[src/rtl/cam_cfg_seq.sv]
// Camera register configuration sequencer: walks a {reg_addr, reg_data} table and issues SCCB writes.
// Optional build macro CAM_CFG_RETRY_EN adds per-entry NACK retries (up to MAX_RETRY).
module cam_cfg_seq #(
  parameter int ADDR_W     = 8,
  parameter int DATA_W     = 8,
  parameter int IDX_W      = 7,
  parameter int PROF_W     = 1,
  parameter int DELAY_TICK = 24000,
  parameter int MAX_RETRY  = 3
) (
  input  logic                      i_Clk,
  input  logic                      i_Rst,
  input  logic                      i_Start,
  input  logic [PROF_W-1:0]         i_Profile,
  output logic [PROF_W+IDX_W-1:0]   o_Rom_Addr,
  input  logic [ADDR_W+DATA_W-1:0]  i_Rom_Data,
  output logic                      o_Wr_Valid,
  output logic [ADDR_W-1:0]         o_Wr_Addr,
  output logic [DATA_W-1:0]         o_Wr_Data,
  input  logic                      i_Wr_Ready,
  input  logic                      i_Wr_Done,
  input  logic                      i_Wr_Nack,
  output logic                      o_Busy,
  output logic                      o_Done,
  output logic                      o_Err,
  output logic [2:0]                o_Dbg_State
);

  localparam logic [2:0] IDLE      = 3'd0;
  localparam logic [2:0] FETCH     = 3'd1;
  localparam logic [2:0] DECODE    = 3'd2;
  localparam logic [2:0] WRITE     = 3'd3;
  localparam logic [2:0] WAIT_DONE = 3'd4;
  localparam logic [2:0] DELAY     = 3'd5;
  localparam logic [2:0] FINISH    = 3'd6;

  // Longest delay entry is data 2^DATA_W-2 (all-ones data is the end marker).
  localparam longint MAX_DELAY = ((longint'(1) << DATA_W) - 2) * longint'(DELAY_TICK);
  localparam int     CNT_W     = (MAX_DELAY > 1) ? $clog2(MAX_DELAY + 1) : 1;

  if (MAX_RETRY < 0) begin : g_bad_retry
    $error("MAX_RETRY must be non-negative");
  end

  logic [2:0]        state;
  logic [PROF_W-1:0] prof_q;
  logic [IDX_W-1:0]  idx_q;
  logic [CNT_W-1:0]  dly_cnt;

  logic [ADDR_W-1:0] ent_addr;
  logic [DATA_W-1:0] ent_data;
  logic              ent_is_end;
  logic              ent_is_delay;
  logic              idx_last;
  logic              retry_ok;

  assign ent_addr     = i_Rom_Data[ADDR_W+DATA_W-1 -: ADDR_W];
  assign ent_data     = i_Rom_Data[DATA_W-1:0];
  assign ent_is_end   = &i_Rom_Data;
  assign ent_is_delay = &ent_addr;
  assign idx_last     = &idx_q;

`ifdef CAM_CFG_RETRY_EN
  localparam int RETRY_W = (MAX_RETRY > 0) ? $clog2(MAX_RETRY + 1) : 1;

  logic [RETRY_W-1:0] retry_cnt;

  assign retry_ok = (retry_cnt < RETRY_W'(MAX_RETRY));

  // Retry count belongs to the current entry; it clears whenever a new entry is decoded.
  always_ff @(posedge i_Clk) begin
    if (i_Rst) begin
      retry_cnt <= '0;
    end else if (state == DECODE) begin
      retry_cnt <= '0;
    end else if (state == WAIT_DONE && i_Wr_Done && i_Wr_Nack && retry_ok) begin
      retry_cnt <= retry_cnt + RETRY_W'(1);
    end
  end
`else
  assign retry_ok = 1'b0;
`endif

  // Write handshake: o_Wr_Valid rises in WRITE with o_Wr_Addr/o_Wr_Data frozen, and a
  // transfer happens on the first edge where o_Wr_Valid && i_Wr_Ready; valid then drops.
  always_ff @(posedge i_Clk) begin
    if (i_Rst) begin
      state      <= IDLE;
      prof_q     <= '0;
      idx_q      <= '0;
      dly_cnt    <= '0;
      o_Wr_Valid <= 1'b0;
      o_Wr_Addr  <= '0;
      o_Wr_Data  <= '0;
      o_Err      <= 1'b0;
    end else begin
      case (state)
        IDLE: begin
          if (i_Start) begin
            prof_q <= i_Profile;
            idx_q  <= '0;
            o_Err  <= 1'b0;
            state  <= FETCH;
          end
        end

        FETCH: begin
          state <= DECODE;
        end

        DECODE: begin
          if (ent_is_end) begin
            state <= FINISH;
          end else if (ent_is_delay) begin
            dly_cnt <= CNT_W'(ent_data) * CNT_W'(DELAY_TICK);
            state   <= DELAY;
          end else begin
            o_Wr_Addr  <= ent_addr;
            o_Wr_Data  <= ent_data;
            o_Wr_Valid <= 1'b1;
            state      <= WRITE;
          end
        end

        WRITE: begin
          if (i_Wr_Ready) begin
            o_Wr_Valid <= 1'b0;
            state      <= WAIT_DONE;
          end
        end

        WAIT_DONE: begin
          if (i_Wr_Done) begin
            if (i_Wr_Nack) begin
              if (retry_ok) begin
                o_Wr_Valid <= 1'b1;
                state      <= WRITE;
              end else begin
                o_Err <= 1'b1;
                state <= FINISH;
              end
            end else if (idx_last) begin
              state <= FINISH;
            end else begin
              idx_q <= idx_q + IDX_W'(1);
              state <= FETCH;
            end
          end
        end

        DELAY: begin
          // A count of 0 or 1 ends the delay on this cycle.
          if (dly_cnt <= CNT_W'(1)) begin
            dly_cnt <= '0;
            if (idx_last) begin
              state <= FINISH;
            end else begin
              idx_q <= idx_q + IDX_W'(1);
              state <= FETCH;
            end
          end else begin
            dly_cnt <= dly_cnt - CNT_W'(1);
          end
        end

        FINISH: begin
          state <= IDLE;
        end

        default: begin
          state <= IDLE;
        end
      endcase
    end
  end

  assign o_Rom_Addr  = (state == FETCH) ? {prof_q, idx_q} : '0;
  assign o_Busy      = (state != IDLE);
  assign o_Done      = (state == FINISH);
  assign o_Dbg_State = state;

endmodule

[config.mk]
export PLATFORM = sky130hd
export DESIGN_NAME = cam_cfg_seq
export DESIGN_NICKNAME = d
export VERILOG_FILES = /design/src/rtl/cam_cfg_seq.sv
export SDC_FILE = /design/constraint.sdc
export NUM_CORES = 1
export LEC_CHECK = 0
export CAP_MARGIN = 20
export CORE_ASPECT_RATIO = 1.25
export CORE_MARGIN = 5
export CORE_UTILIZATION = 55
export CTS_CLUSTER_DIAMETER = 150
export DETAILED_ROUTE_END_ITERATION = 10
export GPL_ROUTABILITY_DRIVEN = 0
export PLACE_DENSITY_LB_ADDON = 0.3
export SYNTH_ARGS = -nofsm -noshare
export SYNTH_HDL_FRONTEND = slang
export SYNTH_SLANG_ARGS = --single-unit
[constraint.sdc]
create_clock -name i_Clk -period 7.5 [get_ports i_Clk]
set_input_delay 1.125 -clock i_Clk [delete_from_list [all_inputs] [get_ports i_Clk]]
set_output_delay 1.125 -clock i_Clk [all_outputs]
set_load 0.01 [all_outputs]
==> summary.md <==
| Metric | Value |
|---|---|
| CTS Buffer Depth | `2` |
| Drt pass-1 iters | `5` |
| HPWL Detailed | `8180 um` |
| Routed length per instance | `15.4 um` |
| Residual antenna-violating net count after detailed routing | `0` |
| I/O pins | `54` |
| Clock-pin slew reported for the worst setup and hold paths after clock tree synthesis | `0.09 ns` |
| HP Class | `reg2reg` |
| Worst flop-to-flop path endpoint | `dly_cnt[20]$_SDFFE_PP0P_` |
| 1st-iter DRT viols | `226` |
| Total power density per cell area | `261 mW/mm^2` |
| Largest net degree at the start of global routing | `51` |
| GRT Util Overall | `22.2%` |
| Number of cell instances on the worst register-to-register path | `6` |
| Crit-path max FO | `6` |
| Vias in the first global route | `3824` |
| Leading cell type by number of instances after synthesis | `sky130_fd_sc_hd__inv_1` |
| Post-synthesis instance area | `0.00436 sq mm` |
| First-pass GRT wire length | `17400 um` |
| Syn Nets | `617` |
| Placed inst area | `0.00496 sq mm` |
| Total routed wirelength | `10400 um` |
| Critical R2R Launch | `o_Dbg_State[2]$_SDFFE_PP0P_` |
| Cell Rows | `36` |
| Leak | `2.13 nW` |
| Final setup violating endpoints | `0` |
| Headroom to the max-slew limit | `29.2%` |
| Hold-critical path endpoint | `o_Err$_SDFFE_PP0P_` |
| Overall die area | `0.00982 sq mm` |
| Cells after Synth | `528` |
| Required time reported for the critical path endpoint | `7.74 ns` |
| Outcome | `completed` |
| Final hold violation count | `0` |
| Post-synthesis sequential area ratio | `23.9%` |
| Fill count | `671` |
| Cell types occupying the most area after synthesis | `sky130_fd_sc_hd__dfxtp_1, sky130_fd_sc_hd__ha_1, sky130_fd_sc_hd__fa_1, sky130_fd_sc_hd__inv_1, sky130_fd_sc_hd__nor2_1` |
| Critical Path Source Type | `input port` |
| Top post-synthesis cells by count | `sky130_fd_sc_hd__inv_1, sky130_fd_sc_hd__nor2_1, sky130_fd_sc_hd__dfxtp_1, sky130_fd_sc_hd__ha_1, sky130_fd_sc_hd__a21oi_1` |
| Maximum achievable frequency | `0.181 GHz` |
| Worst-case hold slack | `0.478 ns` |
| Final clock skew | `0.00562 ns` |
| H-tree level count | `2` |
| Synthesis-to-layout area growth | `16.4%` |
| Nature of the critical path endpoint | `flop` |
| Core area | `0.00775 sq mm` |
| Final period utilization | `73.5%` |
| Quantity of hold-fixing buffers added after cts | `0` |
| EDFF count, synth | `0` |
| Fraction of synthesized cell area taken by the top area cell type | `23.9%` |
| Count of synthesis-stage warnings from yosys | `0` |
| FF+latch count, synth | `52` |
| Primary flip-flop cell chosen by synthesis mapping | `sky130_fd_sc_hd__dfxtp_1` |
| Worst path setup slack after routing | `1.99 ns` |
| Final Max Tran Viols | `0` |
| Global route total overflow | `0` |
| Max-capacitance violation count | `0` |
| Die extent in y | `110 um` |
| RSZ-0062 raised after global routing | `no` |
| Number of port buffers | `53` |
| Antenna cells | `0` |
| Crit. Startpoint | `i_Rom_Data[5]` |
| Vias/cell | `5.85` |
| Number of buffers added by the clock tree synthesis step | `5` |
| Worst Tran Pin Value | `1.06 ns` |
| Min cycle time layout | `5.51 ns` |
| Post-detailed-route DRC marker count | `0` |
| Kind of critical path | `in2reg` |
| Hold depth | `2` |
| Post-layout instance area | `0.00507 sq mm` |
| Beginning of the worst hold path | `o_Err$_SDFFE_PP0P_` |
| Share of final-layout standard cells stronger than drive strength 1 | `4.34%` |
| Total negative slack | `0 ns` |
| Sinks on Clock Net | `52` |
| Synthesized area per cell | `8.26 sq um` |
| TritonCTS clock tree | `built` |
| Initial core utilization | `56.3%` |
| Final std cells w/o fill | `671` |
| Inst Count DP | `663` |
| Number of nets in the final layout | `664` |
| Async set-reset flop share out of synthesis | `0%` |
| Number of antenna violations at the first check in global routing | `0` |
| Setup repair bufs after CTS | `0` |
| Cell accounting for the most synthesized area | `sky130_fd_sc_hd__dfxtp_1` |
| Number of gates given a new drive strength after cts | `0` |
| Worst reg-to-reg setup slack | `4.76 ns` |
| Final design utilization | `65.5%` |
| Routed vias | `3922` |
| Buffer cell driving the clock tree root | `sky130_fd_sc_hd__clkbuf_8` |
| Count of unique library cells instantiated by Yosys | `62` |
| Setup slack after placement | `1.66 ns` |
| Data arrival time at the worst-slack endpoint | `5.75 ns` |
| Clock insertion delay at the later pin of the skew report | `0.31 ns` |
| Maximum vdd ir drop | `0.189 mV` |
| Total power | `1.32 mW` |
| Die W | `89.6 um` |
## worst max-delay path, cell delays in order
cell                              delay (ns)
sky130_fd_sc_hd__clkdlybuf4s50_1        0.59
sky130_fd_sc_hd__inv_1                  0.11
sky130_fd_sc_hd__fa_1                   0.55
sky130_fd_sc_hd__fa_1                   0.56
sky130_fd_sc_hd__inv_1                  0.06
sky130_fd_sc_hd__fa_1                   0.52
sky130_fd_sc_hd__inv_1                  0.05
sky130_fd_sc_hd__fa_1                   0.53
sky130_fd_sc_hd__inv_1                  0.04
sky130_fd_sc_hd__ha_1                   0.35
sky130_fd_sc_hd__o21ai_0                0.11
sky130_fd_sc_hd__a21oi_1                0.09
sky130_fd_sc_hd__o21ai_0                0.26
sky130_fd_sc_hd__a21boi_0               0.15
sky130_fd_sc_hd__or4_1                  0.48
sky130_fd_sc_hd__a31oi_1                0.17
## state kept, by name (all words and copies together), names as in the netlist
register,flops
dly_cnt,23
idx_q,7
o_Dbg_State,3
o_Err,1
o_Wr_Addr,8
o_Wr_Data,8
o_Wr_Valid,1
prof_q,1
## final cells by class
type,instances,area [sq um],area share [%]
Timing Repair Buffer,58,568,11.2
Inverter,62,233,4.59
Multi-Input combinational cell,396,3000,59.2
Clock buffer,6,72.6,1.43
Tap cell,95,119,2.34
Clock inverter,2,35.0,0.691
Sequential cell,52,1040,20.5
## logic make-up after synthesis
logic type	after synthesis	share of synthesized area (%)
compound gates	115	16.8
xor+xnor	12	2.41
fa+ha+maj	66	23.1
buf+inv	80	7.20
flops	52	23.9
mux	19	4.45
simple gates	184	22.1
## report_power, final
group	switching [mW]	leakage, nW	internal (mW)
registers	0.0339	0.421	0.306
logic	0.444	1.65	0.347
clock network	0.0948	0.0552	0.0992
## worst max path at each step
stage                                           to
after floorplan           dly_cnt[21]$_SDFFE_PP0P_
after global placement    dly_cnt[21]$_SDFFE_PP0P_
after detailed placement  dly_cnt[21]$_SDFFE_PP0P_
after CTS                 dly_cnt[21]$_SDFFE_PP0P_
after global routing      dly_cnt[21]$_SDFFE_PP0P_
final                     dly_cnt[21]$_SDFFE_PP0P_
## metal layers
metal  track usage (%)  wire length (um)
met3              3.75               489
met2              38.4              5470
met1              26.8              4100
met5                 0                 0
met4              9.15               289
## layout by cell type (no fill, tap or decap), types with 3 or more instances in the layout
master | netlist | routed
sky130_fd_sc_hd__nand2b_1 | 9 | 9
sky130_fd_sc_hd__nand3b_1 | 5 | 5
sky130_fd_sc_hd__o31ai_1 | 3 | 3
sky130_fd_sc_hd__inv_1 | 62 | 62
sky130_fd_sc_hd__nor4_1 | 9 | 9
sky130_fd_sc_hd__o21ai_1 | 9 | 9
sky130_fd_sc_hd__clkdlybuf4s50_1 | 0 | 53
sky130_fd_sc_hd__fa_1 | 24 | 24
sky130_fd_sc_hd__mux2i_1 | 16 | 16
sky130_fd_sc_hd__nand3_1 | 5 | 5
sky130_fd_sc_hd__and2_1 | 13 | 13
sky130_fd_sc_hd__buf_4 | 1 | 5
sky130_fd_sc_hd__nor2b_1 | 4 | 4
sky130_fd_sc_hd__clkbuf_8 | 0 | 5
sky130_fd_sc_hd__a22oi_1 | 5 | 5
sky130_fd_sc_hd__dfxtp_1 | 52 | 52
sky130_fd_sc_hd__mux2_2 | 3 | 3
sky130_fd_sc_hd__xnor2_1 | 4 | 4
sky130_fd_sc_hd__and4_1 | 3 | 3
sky130_fd_sc_hd__nor2_1 | 61 | 61
sky130_fd_sc_hd__a31oi_1 | 7 | 7
sky130_fd_sc_hd__a21o_1 | 5 | 5
sky130_fd_sc_hd__and3_1 | 8 | 8
sky130_fd_sc_hd__nor3_1 | 17 | 17
sky130_fd_sc_hd__a211oi_1 | 7 | 7
sky130_fd_sc_hd__or3_1 | 4 | 4
sky130_fd_sc_hd__nand2_1 | 25 | 25
sky130_fd_sc_hd__a21oi_1 | 40 | 40
sky130_fd_sc_hd__nand4_1 | 8 | 8
sky130_fd_sc_hd__xor2_1 | 8 | 8
sky130_fd_sc_hd__o21ai_0 | 14 | 14
sky130_fd_sc_hd__ha_1 | 42 | 42
(Power assumes the default switching activity.)
